==> src/rtl/accum_pkg.sv <==
// accum_pkg: shared state encoding, config layout and helpers for accum_unit
package accum_pkg;
  localparam int CNT_W_DFLT = 16;
  typedef enum logic [1:0] {IDLE, DELAY, ACC, FINISH} state_t;
  typedef struct packed {
    logic [CNT_W_DFLT-1:0] delay;
    logic [CNT_W_DFLT-1:0] period;
    logic [CNT_W_DFLT-1:0] iterations;
  } cfg_t;
  function automatic logic [CNT_W_DFLT-1:0] eff_period_m1(input logic [CNT_W_DFLT-1:0] p);
    return p == '0 ? '0 : p - 1'b1;
  endfunction
endpackage

==> src/rtl/accum_unit_if.sv <==
// accum_unit_if: operand stream, config fields and run/done handshake of accum_unit
interface accum_unit_if #(
  parameter int DATA_W = 32,
  parameter int CNT_W = accum_pkg::CNT_W_DFLT
);
  logic running, run, done;
  logic [DATA_W-1:0] in0, out0;
  logic [CNT_W-1:0] delay, period, iterations;
  modport master(output running, run, in0, delay, period, iterations, input done, out0);
  modport slave(input running, run, in0, delay, period, iterations, output done, out0);
endinterface

==> src/rtl/accum_counter.sv <==
// accum_counter: loadable down-counter with enable and zero flag
module accum_counter #(
  parameter int W = 16
) (
  input  logic         clk,
  input  logic         rst,
  input  logic         load,
  input  logic         en,
  input  logic [W-1:0] val,
  output logic         zero
);
  logic [W-1:0] cnt;
  always_ff @(posedge clk)
    if (rst) cnt <= '0;
    else if (load) cnt <= val;
    else if (en) cnt <= cnt - 1'b1;
  assign zero = cnt == '0;
endmodule

==> src/rtl/accum_unit.sv <==
// accum_unit: delayed, periodic, repeated accumulator of in0 with run/done handshake
module accum_unit
  import accum_pkg::*;
#(
  parameter int DATA_W = 32,
  parameter int CNT_W = CNT_W_DFLT
) (
  input logic         clk,
  input logic         rst,
  accum_unit_if.slave bus
);
  state_t state;
  cfg_t cfg;
  logic [DATA_W-1:0] out0;
  logic [CNT_W-1:0] per_q, c0_val, c1_val;
  logic done, first, busy, accept;
  logic c0_load, c0_en, c0_zero, c1_load, c1_en, c1_zero;
  assign cfg = '{delay: bus.delay, period: bus.period, iterations: bus.iterations};
  assign busy = state == DELAY || state == ACC;
  assign accept = bus.running && bus.run && !busy;
  // c0 counts the delay, then the samples left in the current period; c1 counts periods left
  always_comb begin
    c0_load = accept || (bus.running && c0_zero && (state == DELAY || (state == ACC && !c1_zero)));
    c0_en = bus.running && busy && !c0_zero;
    c0_val = !accept ? per_q : cfg.delay != '0 ? cfg.delay - 1'b1 : eff_period_m1(cfg.period);
    c1_load = accept;
    c1_en = bus.running && state == ACC && c0_zero && !c1_zero;
    c1_val = cfg.iterations - 1'b1;
  end
  accum_counter #(.W(CNT_W)) u_cnt0 (
    .clk(clk), .rst(rst), .load(c0_load), .en(c0_en), .val(c0_val), .zero(c0_zero)
  );
  accum_counter #(.W(CNT_W)) u_cnt1 (
    .clk(clk), .rst(rst), .load(c1_load), .en(c1_en), .val(c1_val), .zero(c1_zero)
  );
  always_ff @(posedge clk)
    if (rst) begin
      state <= IDLE;
      done <= 1'b1;
      out0 <= '0;
      first <= 1'b0;
      per_q <= '0;
    end else if (bus.running) begin
      if (accept) begin
        per_q <= eff_period_m1(cfg.period);
        first <= 1'b1;
        done <= 1'b0;
        state <= cfg.iterations == '0 ? FINISH : cfg.delay == '0 ? ACC : DELAY;
      end else begin
        case (state)
          DELAY: if (c0_zero) state <= ACC;
          ACC: begin
            out0 <= first ? bus.in0 : out0 + bus.in0;
            first <= c0_zero;
            if (c0_zero && c1_zero) begin
              state <= FINISH;
              done <= 1'b1;
            end
          end
          FINISH: begin
            state <= IDLE;
            done <= 1'b1;
          end
          default: state <= IDLE;
        endcase
      end
    end
  assign bus.done = done;
  assign bus.out0 = out0;
endmodule
==> src/flat_wrapper.sv <==
// flat-port wrapper written by rule: the top's interface ports become plain ports
module accum_unit_flat import accum_pkg::*;
#(
  parameter int DATA_W = 32,
  parameter int CNT_W = CNT_W_DFLT
)
  (clk, rst, bus_running, bus_run, bus_in0, bus_delay, bus_period, bus_iterations, bus_done, bus_out0);
  accum_unit_if #(.DATA_W(DATA_W), .CNT_W(CNT_W)) bus_i ();
  input logic clk;
  input logic rst;
  input wire logic [$bits(bus_i.running)-1:0] bus_running;
  input wire logic [$bits(bus_i.run)-1:0] bus_run;
  input wire logic [$bits(bus_i.in0)-1:0] bus_in0;
  input wire logic [$bits(bus_i.delay)-1:0] bus_delay;
  input wire logic [$bits(bus_i.period)-1:0] bus_period;
  input wire logic [$bits(bus_i.iterations)-1:0] bus_iterations;
  output wire logic [$bits(bus_i.done)-1:0] bus_done;
  output wire logic [$bits(bus_i.out0)-1:0] bus_out0;
  assign bus_i.running = bus_running;
  assign bus_i.run = bus_run;
  assign bus_i.in0 = bus_in0;
  assign bus_i.delay = bus_delay;
  assign bus_i.period = bus_period;
  assign bus_i.iterations = bus_iterations;
  assign bus_done = bus_i.done;
  assign bus_out0 = bus_i.out0;
  accum_unit #(.DATA_W(DATA_W), .CNT_W(CNT_W)) u_core (.clk(clk), .rst(rst), .bus(bus_i));
endmodule
==> config.mk <==
export PLATFORM = sky130hd
export DESIGN_NAME = accum_unit_flat
export DESIGN_NICKNAME = d
export VERILOG_FILES = /design/src/rtl/accum_pkg.sv /design/src/rtl/accum_unit_if.sv /design/src/rtl/accum_counter.sv /design/src/rtl/accum_unit.sv /design/src/flat_wrapper.sv
export SDC_FILE = /design/constraint.sdc
export NUM_CORES = 1
export LEC_CHECK = 0
export BUFFER_PORTS_ARGS = -buffer_cell sky130_fd_sc_hd__buf_4
export CORE_UTILIZATION = 36
export DETAILED_ROUTE_END_ITERATION = 12
export HOLD_SLACK_MARGIN = 0.06
export MAX_ROUTING_LAYER = met4
export SYNTH_ARGS = -nofsm -noshare
export SYNTH_HDL_FRONTEND = slang
export SYNTH_HIERARCHICAL = 1
export SYNTH_SLANG_ARGS = --single-unit
==> constraint.sdc <==
create_clock -name clk -period 5.2 [get_ports clk]
set_input_delay 1.04 -clock clk [delete_from_list [all_inputs] [get_ports clk]]
set_output_delay 1.04 -clock clk [all_outputs]
set_load 0.01 [all_outputs]
* After elaboration in Yosys (flattened, before gate mapping)
Cells that the tools add are included.
Word-level totals: register bits 84, input port bits 84, output and inout port bits 33, logic and storage cells 70
Operators by class: add/subtract/negate cells 6, equality and inequality tests 5, mux-type cells 19, bitwise logic cells 1, reduce and logical (&&, ||, !) cells 32
Operators by type and width (count):
- 16-bit 2-to-1 mux | 7
- 16-bit zero test | 5
- 16-bit by 1-bit subtractor with 16-bit output, second input constant | 5
- 32-bit adder | 1
- 32-bit 2-to-1 mux | 1
- 16-bit nonzero test | 1
- 1-bit logical AND | 11
- 2-bit 2-to-1 mux | 5
- 3-bit AND reduction | 3
- 2-bit nonzero test | 3
- 2-bit == test, second input constant | 2
- 1-bit 2-to-1 mux | 4
- 2-bit one-hot mux with 2 select lines | 1
- 2-bit AND reduction | 2
- 1-bit zero test | 3
- 1-bit logical OR | 3
- 3-bit by 1-bit inequality test with 1-bit output, second input constant | 1
- 3-bit by 2-bit inequality test with 1-bit output, second input constant | 1
- 3-bit nonzero test | 1
- 2-bit by 1-bit == test with 1-bit output, second input constant | 1
- 1-bit one-hot mux with 2 select lines | 1
- 1-bit NOT | 1

* Logic depth before layout (Yosys ltp)
Gate-level depths: netlist (run 1).
depth after elaboration 7, mapped depth 13, mapped depth without buffers 13

* By module
The synthesis (run 1) kept the hierarchy.
By module, submodules not included:
- accum_unit | instances 1, cells an instance 656, area each 4888.4 um^2, sequential area each 1041.0 um^2
- accum_counter | instances 2, cells an instance 99, area each 880.8 um^2, sequential area each 320.3 um^2

* Least setup slack after synthesis (run 1)
OpenSTA, ideal clock, no wires.
kind input to register, start point in bus_in0[0], end point reg u_core.out0[30] (netlist: u_core/bus.out0[30]), library setup time 0.092 ns, data arrival time 3.737 ns, required time 5.108 ns, path slack 1.371 ns, cell stages on the path 13, path buffers 0, cells stage by stage ha_1 -> fa_1 -> a21o_1 -> a21oi_2 -> o21bai_2 -> a2111oi_4 -> o21bai_2 -> o31ai_4 -> o21ba_2 -> nor2_1 -> o21ai_1 -> mux2_1 -> nor4_1
On the way: longest elaborated chain between the ends 2
Ends and longest elaborated chain:
- from (decl) | RTL line flat_wrapper.sv:13 | input wire logic [$bits(bus_i.in0)-1:0] bus_in0;
- 32-bit adder | RTL line accum_unit.sv:53 | out0 <= first ? bus.in0 : out0 + bus.in0;
- 32-bit 2-to-1 mux | RTL line accum_unit.sv:53
- to (signal assigned) | RTL line accum_unit.sv:53
- to (decl) | RTL line accum_unit.sv:14 | logic [DATA_W-1:0] out0;
Every way passes these cells. A chain may end at the register's enable or synchronous reset.

* Worst setup path in the final report (run 1)
Ends and elaborated chain as after synthesis.

==> metrics.cfg, run 1 <==
[status]
status = completed

[worst_setup_path]
crit_start = bus_in0[0]
crit_fanout = 4
end_kind = flop
r2r_cells = 9
cp-start-kind = primary input
r2r_start = u_core/u_cnt0/cnt[5]
worstReg2RegEnd = u_core/u_cnt1/cnt[7]
arrival_ps = 4170
ff2ff_setup_slack_ps = 1520
endpoint = u_core/bus.out0[30]
required_ps = 5450
crit_type = primary input to flop

[timing]
slew-limit-headroom = 0.372
slew_viol_final = 0
finalSetupViolations = 0
fmax_mhz = 255
fin_crit_sh = 0.754
whs_ps = 457
hold_viol_final = 0
fin_setup_tns_ps = 0
rsz0062_at_grt = false
worst_pin_slew_ps = 933
finClkSkew_ps = 12.2
fin_crit_ps = 3920

[floorplan]
core_area_um2 = 18000
die_height_um = 138
initial_utilization = 0.369
die_x_um = 138
io_pins = 117
dieArea_um2 = 19000
num_rows = 49

[drt]
drt_iter0_markers = 263
drt-total-wl_um = 17700
wl_per_cell_um = 15.0
vias = 6285
first_pass_iters = 5
ant_nets = 0
vias_per_cell = 5.32
drc_errors = 0

[finish]
area_growth_pct = 19.8
final_cell_count_no_fill = 1181
drive_gt1_frac = 0.190
n_antenna_cell = 0
layout.nets = 1072
fin_area_um2 = 7970

[clocking]
cts_tree = yes
htree_levels = 3
cts_sinks = 84
path_clk_slew_ps = 70
postCtsSetupBuffers = 0
clock_insertion_delay_worst_skew_ps = 350
holdBufCountCts = 0
cts_inserted_buffers = 9
clock_path_buffers = 2
post_cts_resized = 0
cts_root_buffer = clkbuf_16

[power]
ir_drop_v = 0.000145
leakagePower_nw = 3.30
finalPower_mw = 2.11
power_per_cell_area_nw_per_um2 = 265

[synth]
yosys.area.top_type_share = 0.253
yosys-top-cells-area = dfxtp_1 25%, ha_1 7.5%, xnor2_1 6.3%
synthArstFlopShare = 0
yosysUniqueCellTypes = 78
syn_nets = 979
syn_avg_cell_area_um2 = 7.79
synth_edf_count = 0
yosysSeqAreaShare = 0.253
synth.largest_area_cell = dfxtp_1
yosysWarnings = 6
ys_seq_elements = 84
synthCells = 854
synth_area_um2 = 6650
synthFlopType = dfxtp_1

[global_routing]
grt_usage = 0.194
grt_first_pass_wirelength_um = 28300
grt_overflow = 0
grt_pass1_vias = 5705
antenna_found_initial = 0
grt_max_degree = 75

[place]
place_area_um2 = 7690
dp.cells = 1165
dp_hpwl_um = 13000
place_congestion = 0.867
port_buffers = 116

[min_path]
hp-class = flop to flop

[job]
drv_cap = 0

layer usage:
metal / track usage / wire, µm / share of wire / vias to the layer above
li1: - / - / - / 3287
met1: 0.255 / 8850 / 0.50 / 2876
met2: 0.305 / 8060 / 0.45 / 111
met3: 0.0263 / 624 / 0.035 / 11
met4: 0.0682 / 187 / 0.011 / 0
met5: - / 0 / 0 / -
worst max-delay path, stage by stage:
cell and delay, ps:
buf_4 110, ha_1 220, fa_1 430, a21o_1 220, a21oi_2 190, o21bai_2 120
a2111oi_4 410, o21bai_2 150, o31ai_4 310, o21ba_2 240, nor2_1 60, o21ai_1 140
mux2_1 330, nor4_1 210
final cells by class:
| type | instances | area (µm²) |
|---|---|---|
| Tap cell | 229 | 287 |
| Fill cell | 1867 | 10100 |
| Inverter | 23 | 86.3 |
| Timing Repair Buffer | 121 | 908 |
| Sequential cell | 84 | 1680 |
| Clock buffer | 9 | 225 |
| Multi-Input combinational cell | 708 | 4730 |
| Clock inverter | 7 | 51.3 |
synth_stat cells, types with 3 or more instances:
| cell | count |
|---|---|
| ha_1 | 40 |
| a21o_1 | 27 |
| nor4_1 | 16 |
| nand2_1 | 98 |
| o21bai_1 | 8 |
| a21oi_1 | 58 |
| inv_1 | 21 |
| a211oi_2 | 4 |
| clkbuf_1 | 24 |
| a21boi_0 | 3 |
| buf_1 | 8 |
| a32oi_1 | 3 |
| nand2b_1 | 6 |
| nand3_1 | 9 |
| nand3b_1 | 5 |
| o21ai_0 | 47 |
| nor4_2 | 8 |
| buf_2 | 5 |
| nor2b_1 | 4 |
| a21oi_2 | 3 |
| or4b_1 | 4 |
| or4_1 | 6 |
| nor2_1 | 106 |
| dfxtp_1 | 84 |
| nand4_1 | 5 |
| mux2i_1 | 8 |
| or4_4 | 4 |
| a31oi_1 | 5 |
| nor3_1 | 23 |
| or3_1 | 14 |
| a311oi_1 | 7 |
| xnor2_1 | 48 |
| nor3_2 | 4 |
| xor2_1 | 38 |
| a211oi_1 | 27 |
| o211ai_1 | 14 |
sequential cells by signal (all words and copies together) (netlist names):
signal             count
u_core/bus.out0       32
u_core/per_q          16
u_core/u_cnt0/cnt     16
u_core/u_cnt1/cnt     16
u_core/state           2
u_core/bus.done        1
u_core/first           1
worst min path at each step:
| stage | slack (ps) | cells after the start | start | end |
|---|---|---|---|---|
| detailed placement | 450 | 2 | u_core/per_q[5] | u_core/per_q[5] |
| CTS | 460 | 2 | u_core/per_q[5] | u_core/per_q[5] |
| floorplan | 430 | 2 | u_core/per_q[0] | u_core/per_q[0] |
| global placement | 440 | 2 | u_core/per_q[0] | u_core/per_q[0] |
| global route | 480 | 2 | u_core/per_q[5] | u_core/per_q[5] |
| finish | 460 | 2 | u_core/per_q[5] | u_core/per_q[5] |
where the power goes:
part	internal, mW	switching [mW]
Combinational	0.313	0.411
Sequential	0.711	0.0571
Clock	0.327	0.294
cell usage in the layout, fill, tap and decap left out, types with 5 or more instances in the layout:
master     instances
buf_4            121
nor2_1           106
nand2_1           98
dfxtp_1           83
a21oi_1           57
xnor2_1           48
o21ai_0           47
ha_1              40
xor2_1            38
a21o_1            27
a211oi_1          27
nor3_1            23
inv_1             21
nor4_1            16
or3_1             14
o211ai_1          14
clkbuf_16          9
nand3_1            9
mux2i_1            8
o21bai_1           8
nor4_2             8
a311oi_1           7
nand2b_1           6
or4_1              6
nand3b_1           5
a31oi_1            5
nand4_1            5
per-stage QoR:
stage / worst slack [ps] / utilization
floorplan: 1370 / -
global placement: 988 / 0.427
detailed placement: 923 / 0.427
CTS: 1280 / 0.442
global route: 1040 / 0.442
finish: 1280 / 0.442
kinds of logic (layout without fill, tap and decap cells):
group,Yosys count,after routing,share of synthesized area
flops,84,84,0.253
mux,9,9,0.0137
compound gates,243,243,0.253
xor+xnor,86,86,0.113
fa+ha+maj,41,41,0.0783
buf+inv,62,160,0.0382
simple gates,329,329,0.250
No activity file was read; power rests on OpenSTA's default activity.
==> run 2, diff against run 1 <==
clock period = 3.45 ns   (was 5.2 ns; I/O delays follow)
==> run 2 against run 1 <==
Net effect:
- via count grew 2.5%
- first-iteration DRC count increased by 25%
- routed wire length decreased by 0.65%
- cell count increased by 1.9%
- register-to-register slack worse by 1300 ps
- setup slack lost 1100 ps
- clock power up 82%
- sequential share of layout area down 0.67 points
- flip-flop and latch count stayed put
- sequential power increased by 52%
- critical path type unchanged
==> metrics.cfg, run 2 (synthesis gave the netlist of run 1 again) <==
[min_path]
min_from = u_core/per_q[0]  ; was u_core/per_q[5]
worstHoldPathCells = 2  ; unchanged
hp-class = flop to flop  ; unchanged
min_to = u_core/per_q[0]  ; was u_core/per_q[5]

[finish]
multi_input_area_um2 = 4750  ; was 4730 µm²
regArea_um2 = 1680  ; unchanged
n_antenna_cell = 0  ; unchanged
area_growth_pct = 23.7  ; was 19.8%
finish.utilization = 0.456  ; was 0.442
top_register = u_core/bus.out0  ; unchanged
layout_common_cells = 144 x buf_4, 106 x nor2_1, 98 x nand2_1  ; was 121 x buf_4, 106 x nor2_1, 98 x nand2_1
drive_gt1_frac = 0.215  ; was 0.190
fill_cells = 1812  ; was 1,867
largest_reg_flops = 32  ; unchanged
layout.nets = 1095  ; was 1,072
final_common_cell = buf_4  ; unchanged

[clocking]
clock_insertion_delay_worst_skew_ps = 350  ; about the same
cts_sinks = 84  ; unchanged
cts_root_buffer = clkbuf_16  ; unchanged
cts_tree = yes  ; unchanged
path_clk_slew_ps = 60  ; was 70 ps
holdBufCountCts = 0  ; unchanged
htree_levels = 3  ; unchanged
cts_inserted_buffers = 9  ; unchanged
clock_path_buffers = 2  ; unchanged

[drt]
drt-total-wl_um = 17600  ; was 17,700 µm
vias = 6439  ; was 6,285
ant_nets = 0  ; unchanged
first_pass_iters = 4  ; was 5
vias_per_cell = 5.35  ; was 5.32
wl_per_cell_um = 14.6  ; was 15.0 µm
drc_errors = 0  ; unchanged
drt_iter0_markers = 329  ; was 263

[timing]
slew_viol_final = 0  ; unchanged
fin_setup_tns_ps = 0  ; unchanged
finClkSkew_ps = 5.13  ; was 12.2 ps
fin_crit_sh = 0.959
hold_viol_final = 0  ; unchanged
rsz0062_at_grt = false  ; unchanged
slew-limit-headroom = 0.528  ; was 0.372
fin_crit_ps = 3310
finalSetupViolations = 0  ; unchanged
worst_pin_slew_ps = 707  ; was 933 ps
final.setup.worst_slack_ps = 142  ; was 1280 ps
fmax_mhz = 302
whs_ps = 456  ; was 457 ps

[floorplan]
initial_utilization = 0.369  ; unchanged
num_rows = 49  ; unchanged
io_pins = 117  ; unchanged
die_x_um = 138  ; unchanged
dieArea_um2 = 19000  ; unchanged
die_height_um = 138  ; unchanged
core_area_um2 = 18000  ; unchanged

[worst_setup_path]
crit_type = primary input to flop  ; unchanged
worstPathCellList = buf_4, ha_2, fa_2, a21o_1, a21oi_2, o21bai_2, a2111oi_4, o21bai_2, o31ai_4, buf_4, o31ai_1, a21oi_1, xnor2_1, mux2i_1, a211oi_1  ; was buf_4, ha_1, fa_1, a21o_1, a21oi_2, o21bai_2, a2111oi_4, o21bai_2, o31ai_4, o21ba_2, nor2_1, o21ai_1, mux2_1, nor4_1
cp_num_buf_inv = 2  ; was 1
crit_fanout = 3  ; was 4
r2r_cells = 10  ; was 9
cp-start-kind = primary input  ; unchanged
cpMaxStageDelayCell = a2111oi_4  ; was fa_1
worstReg2RegEnd = u_core/u_cnt1/cnt[12]  ; was u_core/u_cnt1/cnt[7]
required_ps = 3710  ; was 5450 ps
crit_family = compound AO/OA/AOI/OAI gates  ; unchanged
max_stage_delay_ps = 410  ; was 430 ps
end_kind = flop  ; unchanged
arrival_ps = 3570  ; was 4170 ps
r2r_start = u_core/u_cnt0/cnt[5]  ; unchanged
crit_cells = 15  ; was 14
ff2ff_setup_slack_ps = 220  ; was 1520 ps

[place]
place_congestion = 0.867  ; about the same
dp_hpwl_um = 13300  ; was 13,000 µm
port_buffers = 116  ; unchanged
pre_cts_slack_ps = -309  ; was 923 ps

[power]
ir_drop_v = 0.000290  ; was 0.000145 V
leakagePower_nw = 3.45  ; was 3.30 nW
power_per_cell_area_nw_per_um2 = 416  ; was 265 nW/µm²
finalPower_mw = 3.42  ; was 2.11 mW
sequentialPowerShare = 0.343  ; was 0.364
power_frac_clock = 0.329  ; was 0.294
swShare = 0.328  ; was 0.361
p_int_mw = 2.30  ; was 1.35 mW
combinationalPowerShare = 0.328  ; was 0.342
p_sw_mw = 1.12  ; was 0.762 mW

[status]
status = completed  ; unchanged

[job]
drv_cap = 0  ; unchanged

[global_routing]
grt_first_pass_wirelength_um = 28600  ; was 28,300 µm
antenna_found_initial = 0  ; unchanged
grt_usage = 0.194  ; about the same
grt_max_degree = 61  ; was 75
grt_overflow = 0  ; unchanged
grt_pass1_vias = 5997  ; was 5,705

-- run 2: cell types whose count changed in the layout (fill, tap and decap cells not counted), moves of 2 or more --
cell / before / now
buf_4: 121 / 144
bufinv_16: 0 / 3
clkinvlp_4: 2 / 0
inv_6: 2 / 0
-- run 2: how the worst max path moves through the flow --
stage	from	end
after detailed placement	bus_in0[0]	u_core/bus.out0[24]
after floorplan	bus_in0[0]	u_core/bus.out0[30]
final	bus_in0[0]	u_core/bus.out0[24]
after CTS	bus_in0[0]	u_core/bus.out0[24]
after global routing	bus_in0[0]	u_core/bus.out0[24]
after global placement	bus_in0[0]	u_core/bus.out0[30]
-- run 2: layer usage --
layer,GRT usage,routed length (µm),share of wire,vias to the layer above
met5,-,0,0,-
met2,0.338,8570,0.49,123
met3,0.0362,753,0.043,16
li1,-,-,-,3331
met1,0.234,8130,0.46,2969
met4,0.0368,150,0.0085,0
-- run 2: what timing repair did --
item	CTS	global route
setup buffers	0	3
endpoints found under the setup margin	0	5
gates resized for setup	0	5
-- run 2: cell type report --
class                      instances  share of cell area
clock buffer                      10              0.0290
clock inverter                     5              0.0122
tap                              229              0.0348
inverter                          23              0.0105
multi-input combinational        708               0.578
sequential                        84               0.205
timing repair buffer             144               0.131
-- run 2: worst reg2reg max path: stages (launching register included) --
cell and delay, ps:
dfxtp_1 340, or4_4 550, or4b_1 540, nor3_2 160
inv_1 120, nor3_2 230, buf_4 190, nand3b_1 200
or3_1 400, o311ai_1 260, a31oi_1 110
-- run 2: power groups by stage --
stage	combinational (mW)	sequential (mW)	clock (mW)
after floorplan	0.792	1.17	0
after CTS	1.12	1.17	1.16
after detailed placement	1.12	1.19	0
after global routing	1.25	1.19	1.21
after global placement	1.11	1.19	0
final	1.12	1.17	1.13
-- run 2: stage by stage --
| stage | instance area (µm²) | instances |
|---|---|---|
| 2_1_floorplan | 6660 | 854 |
| 3_3_place_gp | 7850 | 1185 |
| 3_5_place_dp | 7850 | 1185 |
| 4_1_cts | 8190 | 1200 |
| 5_1_grt | 8230 | 1203 |
| 6_report | 8230 | 1203 |
